$ cat config.mk
export PLATFORM = sky130hd
export DESIGN_NAME = bf_io_bridge
export DESIGN_NICKNAME = d
export VERILOG_FILES = /design/src/rtl/bf_io_bridge.sv
export SDC_FILE = /design/constraint.sdc
export NUM_CORES = 1
export LEC_CHECK = 0
export CAP_MARGIN = 20
export CORE_MARGIN = 8
export CORE_UTILIZATION = 40
export DETAILED_ROUTE_END_ITERATION = 6
export SLEW_MARGIN = 30
export SYNTH_ARGS = -nofsm -noshare
export SYNTH_HDL_FRONTEND = slang
export SYNTH_SLANG_ARGS = --single-unit
$ cat constraint.sdc
create_clock -name clk -period 3.2 [get_ports clk]
set_input_delay 0.64 -clock clk [delete_from_list [all_inputs] [get_ports clk]]
set_output_delay 0.64 -clock clk [all_outputs]
set_load 0.005 [all_outputs]
$ cat src/rtl/bf_io_bridge.sv
// Host-side bridge for the bf_machine I/O handshakes: one FWFT FIFO per direction plus an end-of-file policy
// on the input stream. Optional 32-bit transfer counters are built when BF_IO_BRIDGE_COUNTERS_EN is defined.

module bf_io_fifo #(
    parameter int W     = 8,
    parameter int DEPTH = 16
) (
    input  logic                   clk,
    input  logic                   rst_n,
    input  logic [W-1:0]           wr_data_i,
    input  logic                   wr_en_i,
    input  logic                   rd_en_i,
    output logic [W-1:0]           rd_data_o,
    output logic                   full_o,
    output logic                   empty_o,
    output logic [$clog2(DEPTH):0] level_o
);
    localparam int AW = $clog2(DEPTH);
    localparam int PW = AW + 1;
    localparam logic [PW-1:0] PTR_ONE = {{AW{1'b0}}, 1'b1};

    logic [W-1:0]  mem_q [DEPTH];
    logic [PW-1:0] wr_ptr_q;
    logic [PW-1:0] wr_ptr_d;
    logic [PW-1:0] rd_ptr_q;
    logic [PW-1:0] rd_ptr_d;
    logic          push_s;
    logic          pop_s;

    // Status is a pure function of the registered pointers, so ready never depends on the read side.
    always_comb begin
        full_o  = (wr_ptr_q[AW] != rd_ptr_q[AW]) && (wr_ptr_q[AW-1:0] == rd_ptr_q[AW-1:0]);
        empty_o = (wr_ptr_q == rd_ptr_q);
        level_o = wr_ptr_q - rd_ptr_q;
        push_s  = wr_en_i && !full_o;
        pop_s   = rd_en_i && !empty_o;
        if (push_s) begin
            wr_ptr_d = wr_ptr_q + PTR_ONE;
        end else begin
            wr_ptr_d = wr_ptr_q;
        end
        if (pop_s) begin
            rd_ptr_d = rd_ptr_q + PTR_ONE;
        end else begin
            rd_ptr_d = rd_ptr_q;
        end
        if (empty_o) begin
            rd_data_o = {W{1'b0}};
        end else begin
            rd_data_o = mem_q[rd_ptr_q[AW-1:0]];
        end
    end

    always_ff @(posedge clk) begin
        if (push_s) begin
            mem_q[wr_ptr_q[AW-1:0]] <= wr_data_i;
        end
    end

    always_ff @(posedge clk or negedge rst_n) begin
        if (!rst_n) begin
            wr_ptr_q <= {PW{1'b0}};
            rd_ptr_q <= {PW{1'b0}};
        end else begin
            wr_ptr_q <= wr_ptr_d;
            rd_ptr_q <= rd_ptr_d;
        end
    end
endmodule

module bf_io_bridge #(
    parameter int WORD_SIZE  = 8,
    parameter int FIFO_DEPTH = 16,
    parameter int EOF_MODE   = 1,
    parameter int EOF_VALUE  = 0
) (
    input  logic                          clk,
    input  logic                          rst_n,
    input  logic [WORD_SIZE-1:0]          host_in_data,
    input  logic                          host_in_valid,
    output logic                          host_in_ready,
    input  logic                          host_in_eof,
    output logic [WORD_SIZE-1:0]          mach_in_data,
    output logic                          mach_in_valid,
    input  logic                          mach_in_ready,
    input  logic [WORD_SIZE-1:0]          mach_out_data,
    input  logic                          mach_out_valid,
    output logic                          mach_out_ready,
    output logic [WORD_SIZE-1:0]          host_out_data,
    output logic                          host_out_valid,
    input  logic                          host_out_ready,
    output logic [$clog2(FIFO_DEPTH):0]   in_level,
    output logic [$clog2(FIFO_DEPTH):0]   out_level,
    output logic                          eof_reached
`ifdef BF_IO_BRIDGE_COUNTERS_EN
    ,
    output logic [31:0]                   bytes_in,
    output logic [31:0]                   bytes_out
`endif
);
    localparam int LW = $clog2(FIFO_DEPTH) + 1;
    localparam logic [1:0] IN_STREAM   = 2'd0;
    localparam logic [1:0] IN_EOF_PEND = 2'd1;
    localparam logic [1:0] IN_EOF      = 2'd2;
    localparam logic [LW-1:0] LEVEL_ONE = {{(LW-1){1'b0}}, 1'b1};
    localparam logic [WORD_SIZE-1:0] EOF_BYTE = WORD_SIZE'(EOF_VALUE);
    localparam logic EOF_SUPPLY = (EOF_MODE == 1);

    logic [1:0]           state_q;
    logic [1:0]           state_d;
    logic                 in_full_s;
    logic                 in_empty_s;
    logic                 in_push_s;
    logic                 in_pop_s;
    logic [WORD_SIZE-1:0] in_head_s;
    logic [LW-1:0]        in_level_s;
    logic                 out_full_s;
    logic                 out_empty_s;
    logic [LW-1:0]        out_level_s;

    bf_io_fifo #(.W(WORD_SIZE), .DEPTH(FIFO_DEPTH)) u_in_fifo (
        .clk       (clk),
        .rst_n     (rst_n),
        .wr_data_i (host_in_data),
        .wr_en_i   (in_push_s),
        .rd_en_i   (in_pop_s),
        .rd_data_o (in_head_s),
        .full_o    (in_full_s),
        .empty_o   (in_empty_s),
        .level_o   (in_level_s)
    );

    bf_io_fifo #(.W(WORD_SIZE), .DEPTH(FIFO_DEPTH)) u_out_fifo (
        .clk       (clk),
        .rst_n     (rst_n),
        .wr_data_i (mach_out_data),
        .wr_en_i   (mach_out_valid),
        .rd_en_i   (host_out_ready),
        .rd_data_o (host_out_data),
        .full_o    (out_full_s),
        .empty_o   (out_empty_s),
        .level_o   (out_level_s)
    );

    assign mach_out_ready = !out_full_s;
    assign host_out_valid = !out_empty_s;
    assign in_level       = in_level_s;
    assign out_level      = out_level_s;
    assign eof_reached    = (state_q == IN_EOF);

    // Input-side handshakes; in IN_EOF the machine is fed by the EOF policy, never by the FIFO.
    always_comb begin
        host_in_ready = (state_q == IN_STREAM) && !in_full_s;
        in_push_s     = host_in_valid && host_in_ready;
        case (state_q)
            IN_EOF: begin
                mach_in_valid = EOF_SUPPLY;
                if (EOF_SUPPLY) begin
                    mach_in_data = EOF_BYTE;
                end else begin
                    mach_in_data = {WORD_SIZE{1'b0}};
                end
            end
            default: begin
                mach_in_valid = !in_empty_s;
                mach_in_data  = in_head_s;
            end
        endcase
        in_pop_s = mach_in_valid && mach_in_ready && (state_q != IN_EOF);
    end

    // EOF applies behind every byte already accepted, including one pushed in the EOF cycle itself.
    always_comb begin
        state_d = state_q;
        case (state_q)
            IN_STREAM: begin
                if (host_in_eof) begin
                    if (in_empty_s && !in_push_s) begin
                        state_d = IN_EOF;
                    end else begin
                        state_d = IN_EOF_PEND;
                    end
                end else begin
                    state_d = IN_STREAM;
                end
            end
            IN_EOF_PEND: begin
                if (in_empty_s || ((in_level_s == LEVEL_ONE) && in_pop_s)) begin
                    state_d = IN_EOF;
                end else begin
                    state_d = IN_EOF_PEND;
                end
            end
            IN_EOF: begin
                state_d = IN_EOF;
            end
            default: begin
                state_d = IN_STREAM;
            end
        endcase
    end

    always_ff @(posedge clk or negedge rst_n) begin
        if (!rst_n) begin
            state_q <= IN_STREAM;
        end else begin
            state_q <= state_d;
        end
    end

`ifdef BF_IO_BRIDGE_COUNTERS_EN
    logic [31:0] bytes_in_q;
    logic [31:0] bytes_out_q;

    // EOF_VALUE supplies count as input transfers; both counters wrap naturally.
    always_ff @(posedge clk or negedge rst_n) begin
        if (!rst_n) begin
            bytes_in_q  <= 32'd0;
            bytes_out_q <= 32'd0;
        end else begin
            if (mach_in_valid && mach_in_ready) begin
                bytes_in_q <= bytes_in_q + 32'd1;
            end
            if (mach_out_valid && mach_out_ready) begin
                bytes_out_q <= bytes_out_q + 32'd1;
            end
        end
    end

    assign bytes_in  = bytes_in_q;
    assign bytes_out = bytes_out_q;
`endif
endmodule
# After elaboration in Yosys (flattened, before gate mapping)
# Memories as Yosys holds them, arrays and structs flattened.
# Cells that the tools add are included.
# Widths: inputs -> output; s select.
[totals] register_bits=22 ramBits=256 inputBits=23 out_inout_bits=31 n_memories=2
[op_classes] n_addsub=6 eq_ne=10 mux=12 reduce_logical=19
[mem_list] name="u_in_fifo.mem_q" words=16 word_bits=8 read_ports=1 rd_ports_with_merged_regs=0 wr=1 line_no="22" source="logic [W-1:0] mem_q [DEPTH];"
[mem_list] name="u_out_fifo.mem_q" words=16 word_bits=8 read_ports=1 rd_ports_with_merged_regs=0 wr=1 line_no="22"
[op_table] operator="$mux 8" n=3
[op_table] operator="$add 5x1->5 const B" n=4
[op_table] operator="$logic_and 1x1->1" n=12
[op_table] operator="$eq 5x5->1" n=2
[op_table] operator="$sub 5x5->5" n=2
[op_table] operator="$eq 4x4->1" n=2
[op_table] operator="$mux 2" n=3
[op_table] operator="$pmux 2 s3" n=1
[op_table] operator="$eq 5x1->1 const B" n=1
[op_table] operator="$logic_not 1->1" n=5
[op_table] operator="$mux 1" n=5
[op_table] operator="$eq 2x1->1 const B" n=1
[op_table] operator="$eq 2x2->1 const B" n=1
[op_table] operator="$logic_not 2->1" n=1
[op_table] operator="$ne 1x1->1" n=2
[op_table] operator="$ne 2x2->1 const B" n=1
[op_table] operator="$logic_or 1x1->1" n=1

# Longest topological paths before layout
[logic_depth] ltp_word=10 ltp_mapped=10 mapped_depth_nobuf=8

# By module
# A second synthesis with hierarchy kept.
[hier_totals] hier_cells=605 area_unflattened_um2=11578.6
[by_module_without_submodules] module="bf_io_fifo at u_out_fifo" instances=1 cells_each=293 area_each_um2=5691.7
[by_module_without_submodules] module="bf_io_fifo at u_in_fifo" instances=1 cells_each=283 area_each_um2=5662.9
[by_module_without_submodules] module="bf_io_bridge" instances=1 cells_each=29 area_each_um2=224.0

# Least setup slack after synthesis
# Ideal clock, no wire load.
[synth_path] kind="flip-flop to flip-flop" from="register u_out_fifo.rd_ptr_q[1]" to="memory u_out_fifo.mem_q[3][0], enable pin" arrival_ns=2.634 t_required_ns=2.817 path_slack_ns=0.183 stages_incl_launch_ff=9 path_buffers=2 synth_period_minus_slack_ns=3.017 path_cell_list="dfrtp_1 clkbuf_1 clkbuf_1 inv_1 ha_1 and4_1 a21boi_2 nand2_1 nor3_1"
[synth_between] elab_chain_cells=6
[synth_lines] item="start: declaration" line_no="25" source="logic [PW-1:0] rd_ptr_q;"
[synth_lines] item="start signal: assignment" line_no="63" source="rd_ptr_q <= {PW{1'b0}};"
[synth_lines] item="start signal: assignment" line_no="66" source="rd_ptr_q <= rd_ptr_d;"
[synth_lines] item="$eq 4x4->1" line_no="32" source="full_o = (wr_ptr_q[AW] != rd_ptr_q[AW]) && (wr_ptr_q[AW-1:0] == rd_ptr_q[AW-1:0]);"
[synth_lines] item="$logic_and 1x1->1" line_no="32"
[synth_lines] item="$logic_not 1->1" line_no="35" source="push_s = wr_en_i && !full_o;"
[synth_lines] item="$logic_and 1x1->1" line_no="35"
[synth_lines] item="$mux 1" line_no="55" source="if (push_s) begin"
[synth_lines] item="$mux 1 (implied by the code)" line_no="56" source="mem_q[wr_ptr_q[AW-1:0]] <= wr_data_i;"
[synth_lines] item="end: declaration" line_no="22"
# Every way passes these cells.

# Worst setup path in the final report
[layout_path] from="register u_out_fifo.rd_ptr_q[0]" to="output host_out_data[2]"
[layout_between] elab_chain_cells=2 word_cells_on_any_way=3 classes_between="eq/ne (1); mux (1); memory (1)"
[layout_lines] item="$mem_v2 16x8 or $eq 5x5->1 (tied branches)"
[layout_lines] item="$mux 8 (*)" line_no="47" source="if (empty_o) begin"
[layout_lines] item="end: declaration" line_no="89" source="output logic [WORD_SIZE-1:0] host_out_data,"
# Every way passes the cells marked *; elsewhere a longest branch is shown, timed or not.

==> summary.log <==
qor: power_and_ir_drop.clkPwrFrac 31.0%
qor: global_route.globalRoute.totalOverflow 0
qor: worst_setup_path.worst-endpoint-required 2.56 ns
qor: global_route.grt_max_degree 23
qor: timing.max_freq 0.320 GHz
qor: clock_tree.cts_tree yes
qor: synth.synth_seq_cells 278
qor: detailed_routing.wl_per_cell 21.2 um
qor: clock_tree.numCtsBuffers 29
qor: final_layout.highest_count_cells_in_the_layout_ignoring_fill_and_taps sky130_fd_sc_hd__edfxtp_1, sky130_fd_sc_hd__mux4_2, sky130_fd_sc_hd__clkdlybuf4s50_1
qor: timing.slew_viol_final 0
qor: power_and_ir_drop.seqPwrFrac 42.0%
qor: power_and_ir_drop.swShare 26.2%
qor: final_layout.layout.cells.non_filler 1079
qor: final_layout.layout-drive-gt1-share 26.4%
qor: detailed_routing.postRouteWirelength 22800 um
qor: clock_tree.max-clock-path-buffers 3
qor: die.floorplan.io_pins 54
qor: clock_tree.clock_latency 0.53 ns
qor: run_status.run_status complete, no violations
qor: final_layout.antenna_diode_instance_count 0
qor: synth.post_synthesis_cells 573
qor: final_layout.syn_to_final_growth 21.5%
qor: synth.dominantRegCellSynth sky130_fd_sc_hd__edfxtp_1
qor: placement.post-place-cells 1010
qor: timing.finalCriticalPeriod 3.12 ns
qor: flow_run.maxCapViolCount 0
qor: timing.whs 0.466 ns
qor: die.height_of_the_chip 184 um
qor: detailed_routing.routed_via_density 5.17
qor: worst_setup_path.startpoint_type_of_the_worst_setup_path flip-flop
qor: synth.mappedNetlistNets 616
qor: worst_setup_path.cp-end-kind primary output
qor: global_route.first_global_vias 6012
qor: worst_setup_path.path_class flip-flop to primary output
qor: clock_tree.ctsRootBufferMaster sky130_fd_sc_hd__clkbuf_16
qor: global_route.antenna_found_initial 0
qor: placement.dpl_cell_area 12500 um^2
qor: timing.worst-slew-pin-transition 0.614 ns
qor: timing.fin_skew 0.0188 ns
qor: global_route.gr-usage-all-layers 13.7%
qor: detailed_routing.ant_nets 0
qor: synth.synthesis.yosys.warnings 0
qor: detailed_routing.vias 5576
qor: power_and_ir_drop.cell_internal_pwr 7580 uW
qor: timing.timing.setup.tns 0 ns
qor: die.core.rowCount 61
qor: power_and_ir_drop.leakagePower 0.00469 uW
qor: die.effective_utilization_at_floorplan 40.7%
qor: placement.globalplace.congestion 0.803
qor: final_layout.post_layout_util 49.4%
qor: synth.syn-cell-area 11300 um^2
qor: final_layout.finalInstanceArea 13700 um^2
qor: power_and_ir_drop.cellPowerDensity 748 nW/um^2
qor: die.die_w 184 um
qor: die.die-area 33900 um^2
qor: clock_tree.path_clk_slew 0.06 ns
qor: clock_tree.clock_sink_count 278
qor: synth.synth-async-reset-ratio 7.91%
qor: power_and_ir_drop.combinationalPowerShare 26.9%
qor: timing.period_share 97.6%
qor: timing.finalHoldViolations 0
qor: clock_tree.htreeDepth 1
qor: detailed_routing.dr.first_iter.drc_count 391
qor: hold_path.worstHoldPathType primary input to asynchronous set/reset pin
qor: power_and_ir_drop.power.ir.vdd_worst 0.882 mV
qor: synth.syn_avg_cell_area 19.7 um^2
qor: die.core_area 27800 um^2
qor: final_layout.nNetsFinal 724
qor: synth.synth_enable_flop_cells 256
qor: synth.distinct_cell_type_count_of_the_synthesized_netlist 37
qor: global_route.grt_pass1_wl 35500 um
qor: power_and_ir_drop.power.net_switching 2700 uW
qor: timing.finalSetupViolations 0
qor: placement.dp_hpwl 14500 um
qor: final_layout.most_common_cell_after_layout_fill_and_taps_aside sky130_fd_sc_hd__edfxtp_1
qor: synth.synth_sequential_area_ratio 72.9%
qor: timing.relSlewSlack 59.0%
qor: worst_setup_path.worstPathArrival 2.48 ns
qor: placement.port_buffers 53
qor: worst_setup_path.crit_path_max_fanout 10
qor: detailed_routing.first_pass_iters 7
qor: detailed_routing.drc_errors 0
[metrics by stage]
step	worst slack [ns]	total power, uW
CTS	0.000689	10300
global placement	0.238	6790
detailed placement	0.173	6820
global route	-0.00117	10700
finish	0.0765	10300
floorplan	0.183	5760
[layout make-up]
cell class | count | area, um^2
fill | 2293 | 14000
tap | 378 | 473
timing repair buffer | 97 | 982
inverter | 19 | 71.3
clock buffer | 38 | 759
clock inverter | 13 | 141
multi-input combinational | 256 | 3060
sequential | 278 | 8250
[worst max-delay path, stage by stage, from the launching register on]
cell                              delay, ns
sky130_fd_sc_hd__dfrtp_2               0.43
sky130_fd_sc_hd__buf_12                0.13
sky130_fd_sc_hd__buf_16                0.14
sky130_fd_sc_hd__mux4_2                0.51
sky130_fd_sc_hd__mux2i_1               0.17
sky130_fd_sc_hd__o22ai_1               0.10
sky130_fd_sc_hd__clkdlybuf4s50_1       0.46
[power by group through the flow]
stage / clock network, uW / logic (uW) / registers, uW
floorplan: 0 / 1410 / 4340
global placement: 0 / 2410 / 4380
detailed placement: 0 / 2430 / 4390
CTS: 3270 / 2760 / 4320
global route: 3400 / 2980 / 4340
finish: 3190 / 2770 / 4320
[timing repair]
item / 4_1_cts / 5_1_grt
hold buffers: 0 / 0
setup buffers: 12 / 3
setup endpoints to repair: 18 / 9
pin swaps: 2 / 2
resized for setup: 49 / 8
gates cloned: 3 / 0
[sequential cells by signal, summed over array words and instances, names as in the netlist]
register             cells
u_in_fifo.mem_q        128
u_out_fifo.mem_q       128
u_in_fifo.rd_ptr_q       5
u_in_fifo.wr_ptr_q       5
u_out_fifo.rd_ptr_q      5
u_out_fifo.wr_ptr_q      5
state_q                  2
[cell families after synthesis]
family | after synthesis | synth area share, %
xor+xnor | 24 | 1.99
simple gates | 80 | 3.65
compound gates | 36 | 2.17
buf+inv | 39 | 1.39
flops | 278 | 72.9
fa+ha+maj | 20 | 2.35
mux | 96 | 15.6
[worst paths after layout]
check | start | to | slack (ns) | depth (start not counted)
max reg2reg | u_in_fifo.rd_ptr_q[3] | u_in_fifo.mem_q[0][2] | 0.40 | 7
min in group clk | u_out_fifo.rd_ptr_q[4] | u_out_fifo.rd_ptr_q[4] | 0.49 | 1
max | u_out_fifo.rd_ptr_q[0] | host_out_data[2] | 0.08 | 6
min reg2reg | u_out_fifo.rd_ptr_q[4] | u_out_fifo.rd_ptr_q[4] | 0.49 | 1
max in group asynchronous | rst_n | u_in_fifo.rd_ptr_q[0] | 2.46 | 2
min | rst_n | u_out_fifo.rd_ptr_q[2] | 0.47 | 2
[synth_stat cells (7+ instances only)]
cell type / n / area, um^2
sky130_fd_sc_hd__o22ai_1: 16 / 100
sky130_fd_sc_hd__mux4_2: 64 / 1440
sky130_fd_sc_hd__dfrtp_1: 22 / 551
sky130_fd_sc_hd__edfxtp_1: 256 / 7690
sky130_fd_sc_hd__nand2_1: 20 / 75.1
sky130_fd_sc_hd__and2_1: 16 / 100
sky130_fd_sc_hd__buf_2: 9 / 45.0
sky130_fd_sc_hd__xnor2_1: 17 / 149
sky130_fd_sc_hd__clkbuf_1: 9 / 33.8
sky130_fd_sc_hd__nor2_1: 16 / 60.1
sky130_fd_sc_hd__ha_1: 18 / 225
sky130_fd_sc_hd__mux2i_1: 32 / 320
sky130_fd_sc_hd__inv_1: 16 / 60.1
sky130_fd_sc_hd__a21oi_1: 7 / 35.0
[metal layers]
layer	share of wire, %	global-route usage (%)
met1	45	18.6
met2	48	22.4
met3	4.5	2.40
met4	1.9	3.78
met5	0	0
Power figures use the tool's default switching activity.
